===== config.mk =====
export PLATFORM = sky130hd
export DESIGN_NAME = i2c_master_flat
export DESIGN_NICKNAME = d
export VERILOG_FILES = /design/src/rtl/i2c_master_if.sv /design/src/rtl/i2c_master.sv /design/src/flat_wrapper.sv
export SDC_FILE = /design/constraint.sdc
export NUM_CORES = 1
export LEC_CHECK = 0
export ABC_CLOCK_PERIOD_IN_PS = 2900
export BUFFER_PORTS_ARGS = -buffer_cell sky130_fd_sc_hd__buf_2
export CORE_ASPECT_RATIO = 1.2
export CORE_MARGIN = 2
export CORE_UTILIZATION = 59
export CTS_BUF_LIST = sky130_fd_sc_hd__clkbuf_4 sky130_fd_sc_hd__clkbuf_8 sky130_fd_sc_hd__clkbuf_16
export DETAILED_ROUTE_END_ITERATION = 12
export PLACE_DENSITY = 0.91
export SYNTH_ARGS = -nofsm -noshare
export SYNTH_HDL_FRONTEND = slang
export SYNTH_SLANG_ARGS = --single-unit

===== constraint.sdc =====
create_clock -name clk -period 2.9 [get_ports clk]
set_input_delay 0.29 -clock clk [delete_from_list [all_inputs] [get_ports clk]]
set_output_delay 0.29 -clock clk [all_outputs]
set_load 0.05 [all_outputs]

===== src/rtl/i2c_master_if.sv =====
// Request/status handshake and open-drain pad controls between an I2C register-write master and its user.
interface i2c_master_if;
    logic        req;
    logic [15:0] reg_addr;
    logic [7:0]  wr_data;
    logic        ready;
    logic        done;
    logic        nack;
    logic        scl_oe;
    logic        sda_oe;
    logic        sda_in;

    modport master (
        input  req, reg_addr, wr_data, sda_in,
        output ready, done, nack, scl_oe, sda_oe
    );

    modport slave (
        output req, reg_addr, wr_data, sda_in,
        input  ready, done, nack, scl_oe, sda_oe
    );
endinterface


===== src/rtl/i2c_master.sv =====
// I2C register write (START, dev addr, reg hi, reg lo, data, STOP); 152 strobes accept-to-done, 44 on address NACK.
// Backpressure: ready low from acceptance until done; req ignored meanwhile and on the done clk.
module i2c_master #(
    parameter logic [6:0]  DEV_ADDR = 7'h10,
    parameter int unsigned QPB      = 4
) (
    input  logic         clk,
    input  logic         reset,
    input  logic         strobe_400kHz,
    i2c_master_if.master bus
);
    localparam logic [1:0] Q_LAST = 2'(QPB - 1);

    typedef enum logic [2:0] {IDLE, START, BIT, ACK, STOP, DONE} state_t;

    state_t      state, state_nx;
    logic [1:0]  q_cnt, q_nx;
    logic [3:0]  bit_cnt, bit_nx;
    logic [1:0]  byte_cnt, byte_nx;
    logic [15:0] addr_q;
    logic [7:0]  data_q;
    logic        nack_q, nack_nx;
    logic        sda_q, sda_nx;
    logic        scl_c;
    logic        accept;
    logic [7:0]  cur_byte;
    logic        cur_bit;

    always_comb begin
        case (byte_cnt)
            2'd0:    cur_byte = {DEV_ADDR, 1'b0};
            2'd1:    cur_byte = addr_q[15:8];
            2'd2:    cur_byte = addr_q[7:0];
            default: cur_byte = data_q;
        endcase
    end

    // MSB first: bit_cnt 0 selects bit 7
    assign cur_bit = cur_byte[~bit_cnt[2:0]];
    assign accept  = bus.req && (state == IDLE);

    always_comb begin
        state_nx = state;
        q_nx     = q_cnt;
        bit_nx   = bit_cnt;
        byte_nx  = byte_cnt;
        nack_nx  = nack_q;
        case (state)
            IDLE: begin
                if (accept) begin
                    state_nx = START;
                    q_nx     = 2'd0;
                    bit_nx   = 4'd0;
                    byte_nx  = 2'd0;
                    nack_nx  = 1'b0;
                end
            end
            START: begin
                if (strobe_400kHz) begin
                    q_nx = q_cnt + 2'd1;
                    if (q_cnt == Q_LAST) state_nx = BIT;
                end
            end
            BIT: begin
                if (strobe_400kHz) begin
                    q_nx = q_cnt + 2'd1;
                    if (q_cnt == Q_LAST) begin
                        bit_nx = bit_cnt + 4'd1;
                        if (bit_cnt == 4'd7) state_nx = ACK;
                    end
                end
            end
            ACK: begin
                if (strobe_400kHz) begin
                    q_nx = q_cnt + 2'd1;
                    if (q_cnt == 2'd2 && bus.sda_in) nack_nx = 1'b1;
                    if (q_cnt == Q_LAST) begin
                        bit_nx = 4'd0;
                        if (nack_q || byte_cnt == 2'd3) begin
                            state_nx = STOP;
                        end else begin
                            state_nx = BIT;
                            byte_nx  = byte_cnt + 2'd1;
                        end
                    end
                end
            end
            STOP: begin
                if (strobe_400kHz) begin
                    q_nx = q_cnt + 2'd1;
                    if (q_cnt == Q_LAST) state_nx = DONE;
                end
            end
            default: state_nx = IDLE;
        endcase
    end

    // SDA is registered one clk behind the phase decode so it always moves after SCL has been pulled low
    always_comb begin
        scl_c  = 1'b0;
        sda_nx = 1'b0;
        case (state)
            START: sda_nx = (q_cnt >= 2'd2);
            BIT: begin
                scl_c  = (q_cnt < 2'd2);
                sda_nx = ~cur_bit;
            end
            ACK:  scl_c = (q_cnt < 2'd2);
            STOP: begin
                scl_c  = (q_cnt < 2'd2);
                sda_nx = (q_cnt != Q_LAST);
            end
            default: ;
        endcase
    end

    always_ff @(posedge clk) begin
        if (reset) begin
            state    <= IDLE;
            q_cnt    <= 2'd0;
            bit_cnt  <= 4'd0;
            byte_cnt <= 2'd0;
            nack_q   <= 1'b0;
            sda_q    <= 1'b0;
            addr_q   <= 16'd0;
            data_q   <= 8'd0;
        end else begin
            state    <= state_nx;
            q_cnt    <= q_nx;
            bit_cnt  <= bit_nx;
            byte_cnt <= byte_nx;
            nack_q   <= nack_nx;
            sda_q    <= sda_nx;
            if (accept) begin
                addr_q <= bus.reg_addr;
                data_q <= bus.wr_data;
            end
        end
    end

    assign bus.scl_oe = scl_c;
    assign bus.sda_oe = sda_q;
    assign bus.ready  = (state == IDLE) || (state == DONE);
    assign bus.done   = (state == DONE);
    assign bus.nack   = nack_q;
endmodule


===== src/flat_wrapper.sv =====
// flat-port wrapper written by rule: the top's interface ports become plain ports
module i2c_master_flat 
#(
    parameter logic [6:0]  DEV_ADDR = 7'h10,
    parameter int unsigned QPB      = 4
)
  (clk, reset, strobe_400kHz, bus_req, bus_reg_addr, bus_wr_data, bus_sda_in, bus_ready, bus_done, bus_nack, bus_scl_oe, bus_sda_oe);
  i2c_master_if bus_i ();
  input  logic clk;
  input  logic reset;
  input  logic strobe_400kHz;
  input wire logic [$bits(bus_i.req)-1:0] bus_req;
  input wire logic [$bits(bus_i.reg_addr)-1:0] bus_reg_addr;
  input wire logic [$bits(bus_i.wr_data)-1:0] bus_wr_data;
  input wire logic [$bits(bus_i.sda_in)-1:0] bus_sda_in;
  output wire logic [$bits(bus_i.ready)-1:0] bus_ready;
  output wire logic [$bits(bus_i.done)-1:0] bus_done;
  output wire logic [$bits(bus_i.nack)-1:0] bus_nack;
  output wire logic [$bits(bus_i.scl_oe)-1:0] bus_scl_oe;
  output wire logic [$bits(bus_i.sda_oe)-1:0] bus_sda_oe;
  assign bus_i.req = bus_req;
  assign bus_i.reg_addr = bus_reg_addr;
  assign bus_i.wr_data = bus_wr_data;
  assign bus_i.sda_in = bus_sda_in;
  assign bus_ready = bus_i.ready;
  assign bus_done = bus_i.done;
  assign bus_nack = bus_i.nack;
  assign bus_scl_oe = bus_i.scl_oe;
  assign bus_sda_oe = bus_i.sda_oe;
  i2c_master #(.DEV_ADDR(DEV_ADDR), .QPB(QPB)) u_core (.clk(clk), .reset(reset), .strobe_400kHz(strobe_400kHz), .bus(bus_i));
endmodule

==> results of run 1 <==
## layout by cell type (no fill, tap or decap), types with 3 or more instances in the layout
master and instances:
buf_2 33, nor2_1 13, nand3b_1 3, inv_1 6
mux2i_1 4, a221oi_1 5, o21ai_0 6, nor3_1 6
clkbuf_4 5, nand2b_1 4, nand2_1 57, a22oi_1 3
dfxtp_1 37, a21oi_1 41, a211oi_1 4, nor3b_1 3
nand3_1 5, ha_1 7
## cell usage after synthesis, types with 5 or more instances
library cell / count / share of area
inv_1: 6 / 0.012
nand3_1: 5 / 0.013
nor3_1: 6 / 0.016
nor2_1: 13 / 0.026
ha_1: 7 / 0.046
clkbuf_1: 16 / 0.032
o21ai_0: 6 / 0.016
nand2_1: 57 / 0.11
a21oi_1: 41 / 0.11
a221oi_1: 5 / 0.023
dfxtp_1: 37 / 0.39
## state kept, by name, indices dropped and copies added, names as in the netlist
name and cells:
u_core.addr_q 16, u_core.data_q 8, u_core.bit_cnt 4, u_core.state 3
u_core.byte_cnt 2, u_core.q_cnt 2, u_core.bus.nack 1, u_core.bus.sda_oe 1
## cell type report
type,instances,area (µm²),share of cell area
clock inverters,1,5.00,0.00239
flip-flops and latches,37,741,0.353
repair buffers,33,165,0.0788
well taps,36,45.0,0.0215
multi-input cells,187,1050,0.502
clock buffers,7,65.1,0.0310
inverters,6,22.5,0.0107
## how the worst min path moves through the flow
stage	slack, ps	startpoint	to
floorplan	430	bus_wr_data[6]	u_core.data_q[6]
global placement	440	u_core.addr_q[8]	u_core.addr_q[8]
detailed placement	450	u_core.data_q[2]	u_core.data_q[2]
CTS	150	bus_reg_addr[11]	u_core.addr_q[11]
global route	160	bus_wr_data[0]	u_core.data_q[0]
finish	160	bus_reg_addr[11]	u_core.addr_q[11]
## routing by layer
layer,up-vias,wire length (µm)
met5,-,0
met4,0,136
met3,14,191
met2,53,1840
met1,805,1720
li1,911,-
## stage by stage
step	setup WS, ps	area, µm²	instances
after global routing	509	2100	307
after floorplan	873	1900	250
final	723	2100	307
after CTS	744	2100	307
after detailed placement	776	2030	299
after global placement	798	2030	299
## power by group through the flow
stage                     Sequential [mW]  Combinational [mW]  Clock [mW]
final                               0.673               0.479       0.312
after global routing                0.689               0.547       0.343
after CTS                           0.672               0.484       0.319
after detailed placement            0.684               0.483           0
after global placement              0.681               0.473           0
after floorplan                     0.638               0.445           0
## worst max-delay path: stages, from the launching register on
cell	delay [ps]
dfxtp_1	680
or3b_4	480
or4_1	510
a311o_1	330
o32ai_1	90
## logic make-up after synthesis
logic type,after synthesis,synth area share
buffers and inverters,26,0.0572
xor gates and xnor gates,1,0.00460
AOI/OAI and AO/OA,71,0.226
muxes,4,0.0210
and+or+nand+nor,104,0.256
adders and majority gates,7,0.0460
DFF,37,0.389
==> impl_metrics.py, run 1 <==
metrics = {
    "setup_path": {
        "rrSetupSlack_ps": 720,
        "crit_fanout": 20,
        "reg2reg_to": "u_core.bus.sda_oe",
        "setup.worst_path.end": "u_core.bus.sda_oe",
        "crit_type": "reg2reg",
        "ff2ff_path_depth": 4,
        "cp-start-kind": "flip-flop",
        "end_kind": "flip-flop",
        "crit_path_start": "u_core.state[1]",
        "cp.arrival_ps": 2450,
        "required_ps": 3170,
        "reg2reg_from": "u_core.state[1]",
    },
    "clocking": {
        "clock_path_buffers": 2,
        "cts.repair.resized": 0,
        "cts-htree-levels": 2,
        "clkSinkCount": 37,
        "ctsHoldBuffers": 0,
        "cts-root-buf": "clkbuf_4",
        "clkTransAtPathRegs_ps": 110,
        "post-cts-setup-buffer-count": 0,
        "cts_tree": "yes",
        "worstSkewPairLatency_ps": 350,
        "cts_made_buffers": 5,
    },
    "route": {
        "drc": 0,
        "finalWirelength_um": 3880,
        "drt_iter0_drc": 64,
        "dr_total_vias": 1783,
        "drtAntennaViolNets": 0,
        "vias_per_cell": 5.81,
        "drt_first_pass_iters": 4,
        "wl_per_cell_um": 12.6,
    },
    "hold_path": {
        "min_delay_path_depth": 3,
        "hold_path.class": "in2reg",
    },
    "placement": {
        "gp_congestion": 0.817,
        "hpwl_um": 2740,
        "port_buffers": 33,
    },
    "logic_synthesis": {
        "ys.flop_type": "dfxtp_1",
        "synth_edf_count": 0,
        "avgSynthCellArea_um2": 7.61,
        "synth_area_um2": 1900,
        "synth_nets": 286,
        "ys_seq_elements": 37,
        "ys_types": 41,
        "ys_seq_area_frac": 0.389,
        "async_reset_ff_frac": 0,
        "syn_inst": 250,
        "ys.warnings.count": 0,
    },
    "cells_and_area": {
        "drive_above_1_share": 0.159,
        "antenna_cells": 0,
        "fillers": 280,
        "final_nets": 306,
        "final_util": 0.680,
        "area.growth.synth_to_final_pct": 10.2,
    },
    "sta": {
        "holdWs_ps": 164,
        "hold_viol": 0,
        "timing.fmax_mhz": 459,
        "final.min_clock_period_ps": 2180,
        "slew_violations": 0,
        "tightest_slew_ps": 809,
        "fin_tns_setup_ps": 0,
        "max_slew_margin": 0.459,
        "fin_crit_sh": 0.751,
        "finClkSkew_ps": 7.79,
        "setup_violations": 0,
        "rsz0062_at_grt": "false",
    },
    "floorplan": {
        "coreArea_um2": 3080,
        "die_area_um2": 3700,
        "rows": 22,
        "pin_count": 34,
        "fp.dieW_um": 55.8,
        "dieHeight_um": 66.2,
        "initial_utilization": 0.617,
    },
    "outcome": {
        "status": "completed",
    },
    "grt": {
        "grt_pass1_vias": 1615,
        "antenna_found_initial": 0,
        "grt_use_met3": 0.0568,
        "use_met1": 0.276,
        "met2_usage": 0.397,
        "grt_max_degree": 39,
        "grt_pass1_wl_um": 6870,
        "grt.busiest_layer": "met2",
        "grt_overflow": 0,
        "grt_util_all_layers": 0.236,
    },
    "pwr": {
        "peakVddDrop_uv": 604,
        "p_leak_nw": 0.832,
        "p_total_mw": 1.46,
        "power_density_nw_per_um2": 698,
        "switching_share": 0.381,
        "seq_power_share": 0.460,
        "p_sw_mw": 0.558,
        "clkPwrFrac": 0.213,
        "p_int_mw": 0.906,
        "p_comb_frac": 0.327,
    },
    "flow_run": {
        "cap_viol_max_count": 0,
    },
}
Note: power is estimated with default switching activity, not from simulation.
==> inputs of run 2 (changes only) <==
- ABC_CLOCK_PERIOD_IN_PS: 2900 -> 1800
- CORE_UTILIZATION: 59 -> 50
- PLACE_DENSITY: 0.91 -> 0.83
- clock period: 2.9 -> 1.8 ns (I/O delays scaled with it)
==> run 2 against run 1 <==
Net effect: the flow now finishes with violations (negative setup slack); first-iteration DRC count is 23% higher; fmax is 21% higher; critical path depth grew 3; critical path type unchanged; critical endpoint unchanged; largest power group is now combinational cells.
==> impl_metrics.py, run 2 (synthesized netlist as in run 1, its figures left out) <==
metrics = {
    "setup_path": {
        "reg2reg_from": "u_core.byte_cnt[1]",
        "end_kind": "flip-flop",
        "ff2ff_path_depth": 7,
        "rrSetupSlack_ps": -2,
        "cp_slowest_cell": "or4_1",
        "reg2reg_to": "u_core.bus.sda_oe",
        "path_buf_inv": 1,
        "required_ps": 2010,
        "crit_fanout": 4,
        "crit_chain": "inv_1 > ha_2 > a22oi_2 > nor3_1 > or4_1 > a311o_1 > o32ai_2",
        "timing.critical_path.max_delay_family": "compound AO/OA/AOI/OAI gates",
        "cp-start-kind": "flip-flop",
        "crit_type": "reg2reg",
        "cp_slowest_stage_delay_ps": 480,
        "cp.arrival_ps": 2010,
    },
    "hold_path": {
        "holdCritStartpoint": "bus_reg_addr[4]",
        "hold_end": "u_core.addr_q[4]",
        "hold_path.class": "in2reg",
        "min_delay_path_depth": 3,
    },
    "route": {
        "drt_iter0_drc": 79,
        "drtAntennaViolNets": 0,
        "finalWirelength_um": 4610,
        "vias_per_cell": 5.56,
        "drt_first_pass_iters": 4,
        "wl_per_cell_um": 13.6,
        "drc": 0,
        "dr_total_vias": 1884,
    },
    "cells_and_area": {
        "multi_input_area_um2": 1120,
        "fillers": 300,
        "top_register": "u_core.addr_q",
        "area.growth.synth_to_final_pct": 25.6,
        "top_regs": "u_core.addr_q x16, u_core.data_q x8, u_core.bit_cnt x4",
        "regArea_um2": 743,
        "stdcell_area_um2": 2390,
        "antenna_cells": 0,
        "final_cell_mix": "nand2_1, a21oi_1, dfxtp_1",
        "drive_above_1_share": 0.258,
        "largest_reg_flops": 16,
        "final_nets": 322,
        "final_common_cell": "nand2_1",
    },
    "sta": {
        "finClkSkew_ps": 10.3,
        "max_slew_margin": 0.693,
        "fin_ws_ps": -2.33,
        "fin_tns_setup_ps": -2.33,
        "final.min_clock_period_ps": 1800,
        "fin_crit_sh": 1.00,
        "tightest_slew_ps": 461,
        "setup_violations": 1,
        "holdWs_ps": 116,
        "hold_viol": 0,
        "slew_violations": 0,
        "timing.fmax_mhz": 555,
        "rsz0062_at_grt": "true",
    },
    "pwr": {
        "seq_power_share": 0.339,
        "p_comb_frac": 0.376,
        "switching_share": 0.347,
        "peakVddDrop_uv": 745,
        "p_int_mw": 1.95,
        "p_sw_mw": 1.04,
        "clkPwrFrac": 0.285,
        "p_leak_nw": 0.964,
        "power_density_nw_per_um2": 1250,
    },
    "placement": {
        "gp_congestion": 0.784,
        "hpwl_um": 3050,
        "port_buffers": 33,
        "dpl-instance-area_um2": 2180,
    },
    "clocking": {
        "cts_made_buffers": 5,
        "clkTransAtPathRegs_ps": 70,
        "clkSinkCount": 37,
        "cts_tree": "yes",
        "worstSkewPairLatency_ps": 300,
        "cts-root-buf": "clkbuf_8",
        "clock_path_buffers": 2,
        "cts-htree-levels": 2,
    },
    "flow_run": {
        "cap_viol_max_count": 0,
    },
    "outcome": {
        "status": "finished, violations left",
        "violations": "negative setup slack",
    },
    "grt": {
        "grt_util_all_layers": 0.226,
        "grt_pass1_vias": 1604,
        "grt_pass1_wl_um": 7360,
        "antenna_found_initial": 0,
        "grt_overflow": 0,
        "grt_max_degree": 38,
    },
    "floorplan": {
        "dieHeight_um": 71.6,
        "pin_count": 34,
        "fp.dieW_um": 60.3,
        "coreArea_um2": 3630,
        "die_area_um2": 4320,
        "initial_utilization": 0.524,
        "rows": 24,
    },
}
## run 2: cell count changes in the layout (fill, tap and decap cells not counted), sizes merged
cell | before | now
buf | 33 | 49
bufinv | 0 | 2
clkbuf | 7 | 5
## run 2: metrics by stage
stage               setup WS [ps]   util  instances  total power [mW]
floorplan                    1.89      -        250              1.75
global placement            -1.05  0.601        330              2.00
detailed placement          -36.1  0.601        330              2.04
CTS                          11.5  0.643        338              2.91
global route                 -106  0.658        339              3.16
finish                      -2.33  0.658        339              2.99
## run 2: per-layer routing
layer,share of wire,vias up,wire length [µm],global-route usage
met5,0,-,0,0
met4,0.024,0,112,0.0741
met3,0.054,11,247,0.0487
met1,0.43,872,1970,0.294
li1,-,938,-,-
met2,0.50,63,2280,0.367
## run 2: power by group through the flow
stage / sequential, mW / combinational [mW] / clock, mW
final: 1.01 / 1.12 / 0.853
after global routing: 1.03 / 1.24 / 0.894
after CTS: 1.01 / 1.03 / 0.864
after detailed placement: 1.03 / 1.01 / 0
after global placement: 1.02 / 0.979 / 0
after floorplan: 1.03 / 0.723 / 0
## run 2: how the worst max path moves through the flow
stage                       startpoint           endpoint  slack, ps  cells after the start
floorplan           u_core.byte_cnt[1]  u_core.bus.sda_oe          2                      8
global placement    u_core.byte_cnt[1]  u_core.bus.sda_oe         -1                      7
detailed placement  u_core.byte_cnt[0]  u_core.bus.sda_oe        -40                      7
CTS                 u_core.byte_cnt[1]  u_core.bus.sda_oe         10                      7
global route        u_core.byte_cnt[0]  u_core.bus.sda_oe       -110                      8
finish              u_core.byte_cnt[1]  u_core.bus.sda_oe         -2                      7
## run 2: cell type report
type	instances	share of cell area
clock buffers	5	0.0288
inverters	6	0.00942
clock inverters	3	0.0272
well taps	52	0.0272
repair buffers	49	0.126
flip-flops and latches	37	0.311
multi-input cells	187	0.471
## run 2: worst reg2reg max path, stage by stage (launching register included)
cell,delay [ps]
dfxtp_2,350
inv_1,60
ha_2,180
a22oi_2,190
nor3_1,60
or4_1,480
a311o_1,300
o32ai_2,90
## run 2: what timing repair did
action                                  CTS  global route
gates resized for setup                   5            10
pin swaps                                 0             2
endpoints found under the setup margin    3             6
hold buffers                              0             0
setup buffers                             0             1
